$ cat config.mk
export PLATFORM = sky130hd
export DESIGN_NAME = button_event_capture_flat
export DESIGN_NICKNAME = d
export VERILOG_FILES = /design/src/rtl/button_event_capture_if.sv /design/src/rtl/button_event_capture.sv /design/src/flat_wrapper.sv
export SDC_FILE = /design/constraint.sdc
export NUM_CORES = 1
export LEC_CHECK = 0
export ABC_AREA = 1
export ABC_CLOCK_PERIOD_IN_PS = 3100
export CORE_ASPECT_RATIO = 1.2
export CORE_MARGIN = 3
export CORE_UTILIZATION = 65
export CTS_CLUSTER_SIZE = 20
export DETAILED_ROUTE_END_ITERATION = 8
export PLACE_DENSITY = 0.94
export SETUP_SLACK_MARGIN = 0.2
export SLEW_MARGIN = 40
export SYNTH_ARGS = -nofsm -noshare
export SYNTH_HDL_FRONTEND = slang
export SYNTH_SLANG_ARGS = --single-unit
$ cat constraint.sdc
create_clock -name clk -period 3.1 [get_ports clk]
set_input_delay 0.93 -clock clk [delete_from_list [all_inputs] [get_ports clk]]
set_output_delay 0.93 -clock clk [all_outputs]
set_load 0.02 [all_outputs]
$ cat src/rtl/button_event_capture_if.sv
// Event port between button_event_capture and the soft SoC.
//   evt_valid    : an event word is being held
//   evt_ready    : consumer takes the held word this cycle
//   evt_rise     : press mask of the held word
//   evt_fall     : release mask of the held word (zero unless releases are recorded)
//   evt_overflow : at least one edge was merged into an already-pending bit
// master = event producer, slave = consumer.
interface button_event_capture_if #(
  parameter int WIDTH = 4
);
  logic             evt_valid;
  logic             evt_ready;
  logic [WIDTH-1:0] evt_rise;
  logic [WIDTH-1:0] evt_fall;
  logic             evt_overflow;

  modport master (
    output evt_valid, evt_rise, evt_fall, evt_overflow,
    input  evt_ready
  );

  modport slave (
    input  evt_valid, evt_rise, evt_fall, evt_overflow,
    output evt_ready
  );
endinterface

$ cat src/rtl/button_event_capture.sv
// button_event_capture
//   Brings WIDTH asynchronous button levels into the clk domain, debounces
//   each one, turns accepted level changes into rise/fall pulses and queues
//   them as event words on a valid/ready port (one holding register plus an
//   accumulator for edges that arrive while the holding register is busy).
// Ports
//   clk        : fabric clock, all logic on posedge
//   resetn     : asynchronous active-low reset
//   btn_in     : raw button levels, 1 = pressed
//   btn_level  : debounced levels
//   evt        : event port (master side of button_event_capture_if)
// Build option
//   BUTTON_EVT_FALL_EN : when defined, release edges are queued as events.
//   When undefined, releases still update btn_level but never create an
//   event, never set overflow, and evt_fall stays 0.

// Per-button synchroniser + debouncer.
module button_event_capture_debounce #(
  parameter int DEBOUNCE_CYCLES = 1000000,
  parameter int CTR_W           = $clog2(DEBOUNCE_CYCLES + 1)
) (
  input  logic clk,
  input  logic resetn,
  input  logic btn_raw,
  output logic level
);
  localparam logic [CTR_W-1:0] CNT_LAST = CTR_W'(DEBOUNCE_CYCLES - 1);

  logic             s1_q, s1_d;
  logic             s2_q, s2_d;
  logic             level_q, level_d;
  logic [CTR_W-1:0] cnt_q, cnt_d;

  always_comb begin
    s1_d    = btn_raw;
    s2_d    = s1_q;
    level_d = level_q;
    cnt_d   = '0;
    // Any cycle where the synchronised input agrees with the accepted level
    // restarts the count; only an unbroken run of disagreement is accepted.
    if (s2_q != level_q) begin
      if (cnt_q == CNT_LAST) begin
        level_d = s2_q;
        cnt_d   = '0;
      end else begin
        cnt_d   = cnt_q + CTR_W'(1);
      end
    end
  end

  always_ff @(posedge clk or negedge resetn) begin
    if (!resetn) begin
      s1_q    <= 1'b0;
      s2_q    <= 1'b0;
      level_q <= 1'b0;
      cnt_q   <= '0;
    end else begin
      s1_q    <= s1_d;
      s2_q    <= s2_d;
      level_q <= level_d;
      cnt_q   <= cnt_d;
    end
  end

  assign level = level_q;
endmodule

module button_event_capture #(
  parameter int WIDTH           = 4,
  parameter int DEBOUNCE_CYCLES = 1000000
) (
  input  logic                    clk,
  input  logic                    resetn,
  input  logic [WIDTH-1:0]        btn_in,
  output logic [WIDTH-1:0]        btn_level,
  button_event_capture_if.master  evt
);
  localparam int CTR_W = $clog2(DEBOUNCE_CYCLES + 1);
  localparam int EW    = 2 * WIDTH;   // {rise, fall} event word width

  logic [WIDTH-1:0] level_w;

  genvar gi;
  generate
    for (gi = 0; gi < WIDTH; gi++) begin : g_lane
      button_event_capture_debounce #(
        .DEBOUNCE_CYCLES (DEBOUNCE_CYCLES),
        .CTR_W           (CTR_W)
      ) u_db (
        .clk     (clk),
        .resetn  (resetn),
        .btn_raw (btn_in[gi]),
        .level   (level_w[gi])
      );
    end
  endgenerate

  assign btn_level = level_w;

  // ---- edge detect: one-cycle pulses the cycle after btn_level changes ----
  logic [WIDTH-1:0] level_prev_q, level_prev_d;
  logic [WIDTH-1:0] rise_w, fall_w;

  assign level_prev_d = level_w;
  assign rise_w       = level_w & ~level_prev_q;
`ifdef BUTTON_EVT_FALL_EN
  assign fall_w       = ~level_w & level_prev_q;
`else
  assign fall_w       = '0;
`endif

  // ---- event queue: holding register + accumulator ----
  logic [EW-1:0]    acc_q, acc_d;
  logic             acc_ovf_q, acc_ovf_d;
  logic             valid_q, valid_d;
  logic [WIDTH-1:0] rise_q, rise_d;
  logic [WIDTH-1:0] fall_q, fall_d;
  logic             ovf_q, ovf_d;

  logic [EW-1:0]    new_w;
  logic [EW-1:0]    merged_w;
  logic             hit_w;
  logic             load_w;

  assign new_w    = {rise_w, fall_w};
  assign merged_w = acc_q | new_w;
  // A bit already pending in the accumulator that fires again is a lost edge.
  assign hit_w    = |(acc_q & new_w);
  assign load_w   = (!valid_q || evt.evt_ready) && (|merged_w);

  always_comb begin
    acc_d     = acc_q;
    acc_ovf_d = acc_ovf_q;
    valid_d   = valid_q;
    rise_d    = rise_q;
    fall_d    = fall_q;
    ovf_d     = ovf_q;
    if (load_w) begin
      // Output stage free (or being drained): pending + new edges move out
      // together so back-to-back events flow at one per cycle.
      valid_d   = 1'b1;
      rise_d    = merged_w[EW-1:WIDTH];
      fall_d    = merged_w[WIDTH-1:0];
      ovf_d     = acc_ovf_q | hit_w;
      acc_d     = '0;
      acc_ovf_d = 1'b0;
    end else if (valid_q && evt.evt_ready) begin
      // Drained with nothing behind it; payload returns to 0 while idle.
      valid_d   = 1'b0;
      rise_d    = '0;
      fall_d    = '0;
      ovf_d     = 1'b0;
    end else begin
      acc_d     = merged_w;
      acc_ovf_d = acc_ovf_q | hit_w;
    end
  end

  always_ff @(posedge clk or negedge resetn) begin
    if (!resetn) begin
      level_prev_q <= '0;
      acc_q        <= '0;
      acc_ovf_q    <= 1'b0;
      valid_q      <= 1'b0;
      rise_q       <= '0;
      fall_q       <= '0;
      ovf_q        <= 1'b0;
    end else begin
      level_prev_q <= level_prev_d;
      acc_q        <= acc_d;
      acc_ovf_q    <= acc_ovf_d;
      valid_q      <= valid_d;
      rise_q       <= rise_d;
      fall_q       <= fall_d;
      ovf_q        <= ovf_d;
    end
  end

  assign evt.evt_valid    = valid_q;
  assign evt.evt_rise     = rise_q;
  assign evt.evt_overflow = ovf_q;
  // With releases disabled fall_w is constant 0, so fall_q and the fall half
  // of the accumulator only ever hold 0 and evt_fall is a constant 0.
  assign evt.evt_fall     = fall_q;
endmodule
$ cat src/flat_wrapper.sv
// flat-port wrapper written by rule: the top's interface ports become plain ports
module button_event_capture_flat 
#(
  parameter int WIDTH           = 4,
  parameter int DEBOUNCE_CYCLES = 1000000
)
  (clk, resetn, btn_in, btn_level, evt_evt_valid, evt_evt_rise, evt_evt_fall, evt_evt_overflow, evt_evt_ready);
  button_event_capture_if #(.WIDTH(WIDTH)) evt_i ();
  input  logic clk;
  input  logic resetn;
  input  logic [WIDTH-1:0] btn_in;
  output logic [WIDTH-1:0] btn_level;
  output wire logic [$bits(evt_i.evt_valid)-1:0] evt_evt_valid;
  output wire logic [$bits(evt_i.evt_rise)-1:0] evt_evt_rise;
  output wire logic [$bits(evt_i.evt_fall)-1:0] evt_evt_fall;
  output wire logic [$bits(evt_i.evt_overflow)-1:0] evt_evt_overflow;
  input wire logic [$bits(evt_i.evt_ready)-1:0] evt_evt_ready;
  assign evt_evt_valid = evt_i.evt_valid;
  assign evt_evt_rise = evt_i.evt_rise;
  assign evt_evt_fall = evt_i.evt_fall;
  assign evt_evt_overflow = evt_i.evt_overflow;
  assign evt_i.evt_ready = evt_evt_ready;
  button_event_capture #(.WIDTH(WIDTH), .DEBOUNCE_CYCLES(DEBOUNCE_CYCLES)) u_core (.clk(clk), .resetn(resetn), .btn_in(btn_in), .btn_level(btn_level), .evt(evt_i));
endmodule
==> results of run 1 <==
==> Yosys cell counts <==
| master | number |
|---|---|
| sky130_fd_sc_hd__nor3b_2 | 1 |
| sky130_fd_sc_hd__nand2_1 | 121 |
| sky130_fd_sc_hd__nand4_1 | 12 |
| sky130_fd_sc_hd__o21bai_1 | 1 |
| sky130_fd_sc_hd__nor2_1 | 179 |
| sky130_fd_sc_hd__a21o_1 | 3 |
| sky130_fd_sc_hd__nand2_2 | 7 |
| sky130_fd_sc_hd__ha_1 | 4 |
| sky130_fd_sc_hd__nand3_1 | 88 |
| sky130_fd_sc_hd__inv_2 | 2 |
| sky130_fd_sc_hd__nand3b_1 | 3 |
| sky130_fd_sc_hd__nor2_4 | 4 |
| sky130_fd_sc_hd__nor2_2 | 8 |
| sky130_fd_sc_hd__xor2_1 | 30 |
| sky130_fd_sc_hd__dfrtp_1 | 108 |
| sky130_fd_sc_hd__o21ai_1 | 2 |
| sky130_fd_sc_hd__inv_1 | 58 |
| sky130_fd_sc_hd__xnor2_1 | 19 |
| sky130_fd_sc_hd__buf_2 | 3 |
| sky130_fd_sc_hd__and2_1 | 3 |
| sky130_fd_sc_hd__nor3_1 | 3 |
| sky130_fd_sc_hd__nand2_4 | 1 |
| sky130_fd_sc_hd__nand3_2 | 3 |
| sky130_fd_sc_hd__o21ai_0 | 6 |
| sky130_fd_sc_hd__nand3_4 | 1 |
| sky130_fd_sc_hd__nor3b_1 | 1 |
| sky130_fd_sc_hd__a21oi_1 | 8 |
| sky130_fd_sc_hd__buf_4 | 7 |
| sky130_fd_sc_hd__nor3_4 | 1 |
| sky130_fd_sc_hd__buf_6 | 1 |
==> state kept, by name, indices dropped and copies added, names as in the netlist <==
register,count
u_core.acc_ovf_q,1
u_core.g_lane.u_db.level,4
u_core.evt.evt_fall,1
u_core.g_lane.u_db.cnt_q,80
u_core.g_lane.u_db.s1_q,4
u_core.evt.evt_valid,1
u_core.level_prev_q,4
u_core.evt.evt_rise,4
u_core.evt.evt_overflow,1
u_core.acc_q,4
u_core.g_lane.u_db.s2_q,4
==> per-layer routing <==
layer / track usage / up-vias
met5: 0 / -
met4: 0.111 / 0
met3: 0.0498 / 47
met2: 0.475 / 201
met1: 0.327 / 2184
li1: - / 2212
==> path summary, 6_finish.rpt <==
path,slack [ns],cells past startpoint,to,startpoint
hold reg to reg,0.36,0,u_core.g_lane[0].u_db.s2_q$_DFF_PN0_,u_core.g_lane[0].u_db.s1_q$_DFF_PN0_
setup / recovery,0.70,1,evt_evt_fall[0],u_core.evt.evt_fall[2]$_DFFE_PN0P_
setup reg to reg,1.41,6,u_core.g_lane[0].u_db.cnt_q[9]$_DFF_PN0_,u_core.g_lane[0].u_db.cnt_q[0]$_DFF_PN0_
hold / removal,0.36,0,u_core.g_lane[0].u_db.s2_q$_DFF_PN0_,u_core.g_lane[0].u_db.s1_q$_DFF_PN0_
max in group asynchronous,1.79,2,u_core.g_lane[3].u_db.level$_DFFE_PN0P_,resetn
min in group asynchronous,0.60,1,u_core.g_lane[2].u_db.cnt_q[15]$_DFF_PN0_,resetn
==> cells in the final DEF (no fill, tap or decap), drive strengths merged <==
cell type,instances
nor3b,2
xnor2,19
xor2,30
buf,3
nand2,129
inv,61
nand3b,3
o21ai,8
nand4,12
a21oi,8
clkinvlp,1
clkbuf,11
bufinv,1
a21o,3
nor3,4
dfrtp,108
ha,4
clkdlybuf4s50,19
and2,3
nand3,92
nor2,191
o21bai,1
==> power breakdown <==
part	switching (uW)	total [uW]	internal [uW]	leakage, uW
Clock	463	875	412	0.0000979
Sequential	18.6	1450	1430	0.00148
Combinational	66.9	98.8	31.9	0.00104
Total	549	2420	1870	0.00261
==> worst register-to-register path, cell delays in order, from the launching register on <==
cell and delay [ns]:
sky130_fd_sc_hd__dfrtp_1 0.44, sky130_fd_sc_hd__ha_1 0.26, sky130_fd_sc_hd__nand3_2 0.13, sky130_fd_sc_hd__nor2_2 0.24, sky130_fd_sc_hd__nand3_1 0.21, sky130_fd_sc_hd__nand2_1 0.22, sky130_fd_sc_hd__nor2_1 0.09
==> cell families (layout without fill, tap and decap cells) <==
family | after synthesis | after routing
adder cells (fa/ha/maj) | 4 | 4
XOR/XNOR | 49 | 49
AO/OA/AOI/OAI | 20 | 20
AND/OR/NAND/NOR | 436 | 436
flip-flops | 108 | 108
buffers and inverters | 71 | 96
==> stage by stage <==
stage,total power (uW),area [sq um],instances
global route,2510,6010,827
global placement,1560,5820,813
CTS,2440,6010,827
finish,2420,6010,827
floorplan,1510,5530,688
detailed placement,1570,5820,813
==> cell type report <==
type                       count  area [sq um]
sequential                   108          2700
multi-input combinational    509          2520
fill                         580          2180
timing repair buffer          22           225
inverter                      60           225
clock buffer                  11           151
tap                          114           143
clock inverter                 3          46.3
==> impl_metrics.ini, run 1 <==
[status]
status = finished clean

[clock_tree]
cts_tree = built
ctsLongestPathBuffers = 2
root_buffer = sky130_fd_sc_hd__clkbuf_8
post_cts_hold_buffer_count = 0
insertion_delay_ns = 0.38
postCtsResizedCells = 0
cts_inserted_buffers = 9
cts.sink_count = 108
clkSlewWorstSetupHoldPaths_ns = 0.10
h-tree-depth = 3
postCtsSetupBuffers = 0

[placement]
post-place-ws_ns = 0.907
half_perimeter_wire_length_of_the_detailed_placement_result_microns = 8580
finalWeightedCongestion = 0.948
port_buffers = 20

[global_routing]
grt_pass1_wl_microns = 20900
grt_overflow = 0
pin_count_of_the_biggest_net_entering_global_routing = 57
antenna_violations_before_repair = 0
number_of_global_route_vias_before_repair = 4617
grt_usage = 0.269

[logic_synthesis]
synthDistinctLibCells = 30
synth_cell_area_sq_um = 5530
post-synth-top-area-fraction = 0.489
synth_adder_area_share = 0.00905
synth_cells = 688
post_synth_mux_area_share = 0
post_synth_and_or_nand_nor_area_fraction = 0.349
dominant_combinational_cell_family_by_area_after_synthesis = simple AND/OR/NAND/NOR gates
syn-num-nets = 699
synth_seq_cells = 108
ys_seq_area_frac = 0.489
synthTopCellsByArea = sky130_fd_sc_hd__dfrtp_1, sky130_fd_sc_hd__nor2_1, sky130_fd_sc_hd__nand2_1, sky130_fd_sc_hd__nand3_1, sky130_fd_sc_hd__xor2_1
synth_xor_xnor_area_share = 0.0776
ys.warnings.count = 0
cell_type_contributing_the_most_total_cell_area_after_synthesis = sky130_fd_sc_hd__dfrtp_1
syn_area_per_cell_sq_um = 8.03
synth_compound_gate_area_share = 0.0199

[drt]
first_iter_violations = 352
routed_wl_microns = 12100
dr.max_layer_used = met4
wirelength_met1_microns = 4840
vias = 4644
routed_wire_length_on_met2_microns = 6100
route.met3.wl_microns = 725
wire_per_inst_microns = 14.6
firstDrtPassIters = 5
ant_nets = 0
route.detailed.drc = 0
drt-vias-per-instance = 5.62

[timing]
tightest_slew_ns = 0.718
final_max_slew_viol_count = 0
tns_ns = 0
fin_worst_skew_ns = 0.0156
setup_viol = 0
layout_worst_path_cycle_share = 0.773
finalWorstPathRequiredPeriod_ns = 2.40
hold_slack_ns = 0.365
postLayoutSetupSlackWorst_ns = 0.702
finalHoldViolCount = 0
worst_slew_margin_rel = 0.521
rsz_0062_raised_after_global_routing = false
fmaxAchievable_mhz = 417

[setup_path]
worst_path_buf_inv = 1
setup.worst_path.start_class = flop
critPathCaptureType = output pin
worst_path_largest_cell_delay_ns = 0.65
cp_cell_sequence = clkdlybuf4s50_1
worst-endpoint-arrival_ns = 1.47
critPathTopFamily = buffers and inverters
critical_path_class = flop to output pin
critical-path-slowest-cell = sky130_fd_sc_hd__clkdlybuf4s50_1
required_ns = 2.17
crit_path_max_fanout = 5

[cells_and_area]
finish.utilization = 0.734
area_growth_pct = 8.80
drive_gt1_frac = 0.0631
antennaDiodeCount = 0
final_net_count = 721

[die]
floorplan.initialDensity = 0.674
rows = 36
floorplan.io_pins = 21
design.core.area_sq_um = 8200
overall_die_width_microns = 90.2
fp.dieArea_sq_um = 9650
die_height_microns = 107

[hold_path]
worstHoldPathType = flop to flop

[power_and_ir_drop]
power-per-cell-area_nw_per_um2 = 402
ir_worst_vdd_uv = 261
power.static_leakage_uw = 0.00261

[run]
cap_viol_max_count = 0
Power figures use the tool's default switching activity.
==> inputs of run 2 (changes only) <==
--- a/config.mk
+++ b/config.mk
@@ -6,13 +6,13 @@
 export NUM_CORES = 1
 export LEC_CHECK = 0
 export ABC_AREA = 1
-export ABC_CLOCK_PERIOD_IN_PS = 3100
+export ABC_CLOCK_PERIOD_IN_PS = 2100
 export CORE_ASPECT_RATIO = 1.2
 export CORE_MARGIN = 3
-export CORE_UTILIZATION = 65
+export CORE_UTILIZATION = 55
 export CTS_CLUSTER_SIZE = 20
 export DETAILED_ROUTE_END_ITERATION = 8
-export PLACE_DENSITY = 0.94
+export PLACE_DENSITY = 0.86
 export SETUP_SLACK_MARGIN = 0.2
 export SLEW_MARGIN = 40
 export SYNTH_ARGS = -nofsm -noshare
==> constraint.sdc (replaced) <==
create_clock -name clk -period 2.1 [get_ports clk]
set_input_delay 0.63 -clock clk [delete_from_list [all_inputs] [get_ports clk]]
set_output_delay 0.63 -clock clk [all_outputs]
set_load 0.02 [all_outputs]
==> impl_metrics.ini, run 2 (synthesis gave the netlist of run 1 again) <==
[cells_and_area]
drive_gt1_frac = 0.0683
final_cell_area_sq_um = 6160
multiInputGateArea_sq_um = 2520
antennaDiodeCount = 0
leading_cell_type_in_the_layout_fill_and_taps_excluded = sky130_fd_sc_hd__nor2_1
area_growth_pct = 11.5
registers.top_by_ff_count = u_core.g_lane.u_db.cnt_q
flip_flop_count_of_the_largest_register_after_layout = 80
layout_common_cells = sky130_fd_sc_hd__nor2_1, sky130_fd_sc_hd__nand2_1, sky130_fd_sc_hd__dfrtp_1, sky130_fd_sc_hd__nand3_1, sky130_fd_sc_hd__inv_1
regArea_sq_um = 2700
final_net_count = 723
fill_cells = 793

[global_routing]
antenna_violations_before_repair = 0
number_of_global_route_vias_before_repair = 4516
groute.layer.met1.usage = 0.256
grt_usage = 0.220
grt_pass1_wl_microns = 20200
pin_count_of_the_biggest_net_entering_global_routing = 45
grt_overflow = 0
grt.met3_usage = 0.0361
grt.met2_usage = 0.407
global_route.peak_usage_layer = met2

[power_and_ir_drop]
sw_frac_of_total = 0.222
power.share.sequential = 0.516
power-per-cell-area_nw_per_um2 = 670
p_clk_frac = 0.448
total_power_uw = 4130
power.static_leakage_uw = 0.00275
p_int_uw = 3210
ir_worst_vdd_uv = 559
pwr-share-comb = 0.036
power.switching_uw = 917

[clock_tree]
insertion_delay_ns = 0.35
postCtsResizedCells = 14
clkSlewWorstSetupHoldPaths_ns = 0.07
post_cts_hold_buffer_count = 0
ctsLongestPathBuffers = 2
postCtsSetupBuffers = 0
cts_tree = built
root_buffer = sky130_fd_sc_hd__clkbuf_16
cts.sink_count = 108
h-tree-depth = 3
cts_inserted_buffers = 9

[setup_path]
worst_path_largest_cell_delay_ns = 0.45
worst_path_buf_inv = 1
crit_path_max_fanout = 6
critical_path_class = flop to output pin
cp_cell_sequence = dlygate4sd2_1
setup.worst_path.start_class = flop
critPathCaptureType = output pin
required_ns = 1.47
critical-path-slowest-cell = sky130_fd_sc_hd__dfrtp_1
worst-endpoint-arrival_ns = 1.17
critPathTopFamily = flip-flops

[timing]
worst_slew_margin_rel = 0.732
tns_ns = 0
fin_worst_skew_ns = 0.00883
finalHoldViolCount = 0
fmaxAchievable_mhz = 557
hold_slack_ns = 0.163
layout_worst_path_cycle_share = 0.855
setup_viol = 0
postLayoutSetupSlackWorst_ns = 0.304
final_max_slew_viol_count = 0
tightest_slew_ns = 0.401
rsz_0062_raised_after_global_routing = false
finalWorstPathRequiredPeriod_ns = 1.80

[placement]
port_buffers = 20
post-place-ws_ns = 0.394
half_perimeter_wire_length_of_the_detailed_placement_result_microns = 8670
finalWeightedCongestion = 0.947
area_post_placement_sq_um = 5860

[die]
rows = 39
floorplan.initialDensity = 0.572
floorplan.io_pins = 21
design.core.area_sq_um = 9660
fp.dieArea_sq_um = 11300
die_height_microns = 116
overall_die_width_microns = 97.5

[drt]
route.detailed.drc = 0
vias = 4534
routed_wl_microns = 11600
drt-vias-per-instance = 5.40
ant_nets = 0
first_iter_violations = 262
firstDrtPassIters = 4
wire_per_inst_microns = 13.8

[run]
cap_viol_max_count = 0

[hold_path]
worstHoldPathType = primary input to asynchronous set/reset pin

[status]
status = finished clean
[run 2: changes by cell type in the layout (fill, tap and decap cells not counted), sizes merged]
| cell | before | now |
|---|---|---|
| clkinv | 0 | 2 |
| buf | 3 | 5 |
| clkbuf | 11 | 9 |
| dlygate4sd2 | 0 | 14 |
| bufinv | 1 | 2 |
| clkinvlp | 1 | 2 |
| clkdlybuf4s50 | 19 | 5 |
[run 2: routing by layer]
layer  routed length, microns  vias up
met2                     6130      115
met3                      519       24
met4                      256        0
met1                     4710     2175
li1                         -     2220
met5                        0        -
[run 2: per-stage QoR]
step | util | std cells
floorplan | - | 688
finish | 0.638 | 840
detailed placement | 0.606 | 824
global placement | 0.606 | 824
CTS | 0.638 | 840
global route | 0.638 | 840
[run 2: path summary, 6_finish.rpt]
kind / from / endpoint / slack (ns) / cells after the start
max in group asynchronous: resetn / u_core.g_lane[1].u_db.s2_q$_DFF_PN0_ / 1.41 / 2
hold / removal: resetn / u_core.g_lane[2].u_db.cnt_q[11]$_DFF_PN0_ / 0.16 / 1
setup reg to reg: u_core.g_lane[0].u_db.cnt_q[0]$_DFF_PN0_ / u_core.g_lane[0].u_db.cnt_q[3]$_DFF_PN0_ / 0.44 / 6
setup / recovery: u_core.g_lane[3].u_db.level$_DFFE_PN0P_ / btn_level[3] / 0.30 / 1
hold reg to reg: u_core.g_lane[1].u_db.s1_q$_DFF_PN0_ / u_core.g_lane[1].u_db.s2_q$_DFF_PN0_ / 0.35 / 0
min in group clk: u_core.g_lane[1].u_db.s1_q$_DFF_PN0_ / u_core.g_lane[1].u_db.s2_q$_DFF_PN0_ / 0.35 / 0
[run 2: power groups by stage]
stage	clock (uW)	combinational (uW)	sequential, uW
global route	1960	170	2130
finish	1850	147	2130
CTS	1870	153	2130
floorplan	0	65.5	2170
global placement	0	146	2170
detailed placement	0	154	2170
[run 2: cell type report]
class                   count  share of cell area
inverters                  60              0.0365
flip-flops and latches    108               0.438
clock inverters             7              0.0162
repair buffers             24              0.0382
well taps                 123              0.0250
clock buffers               9              0.0365
multi-input cells         509               0.409
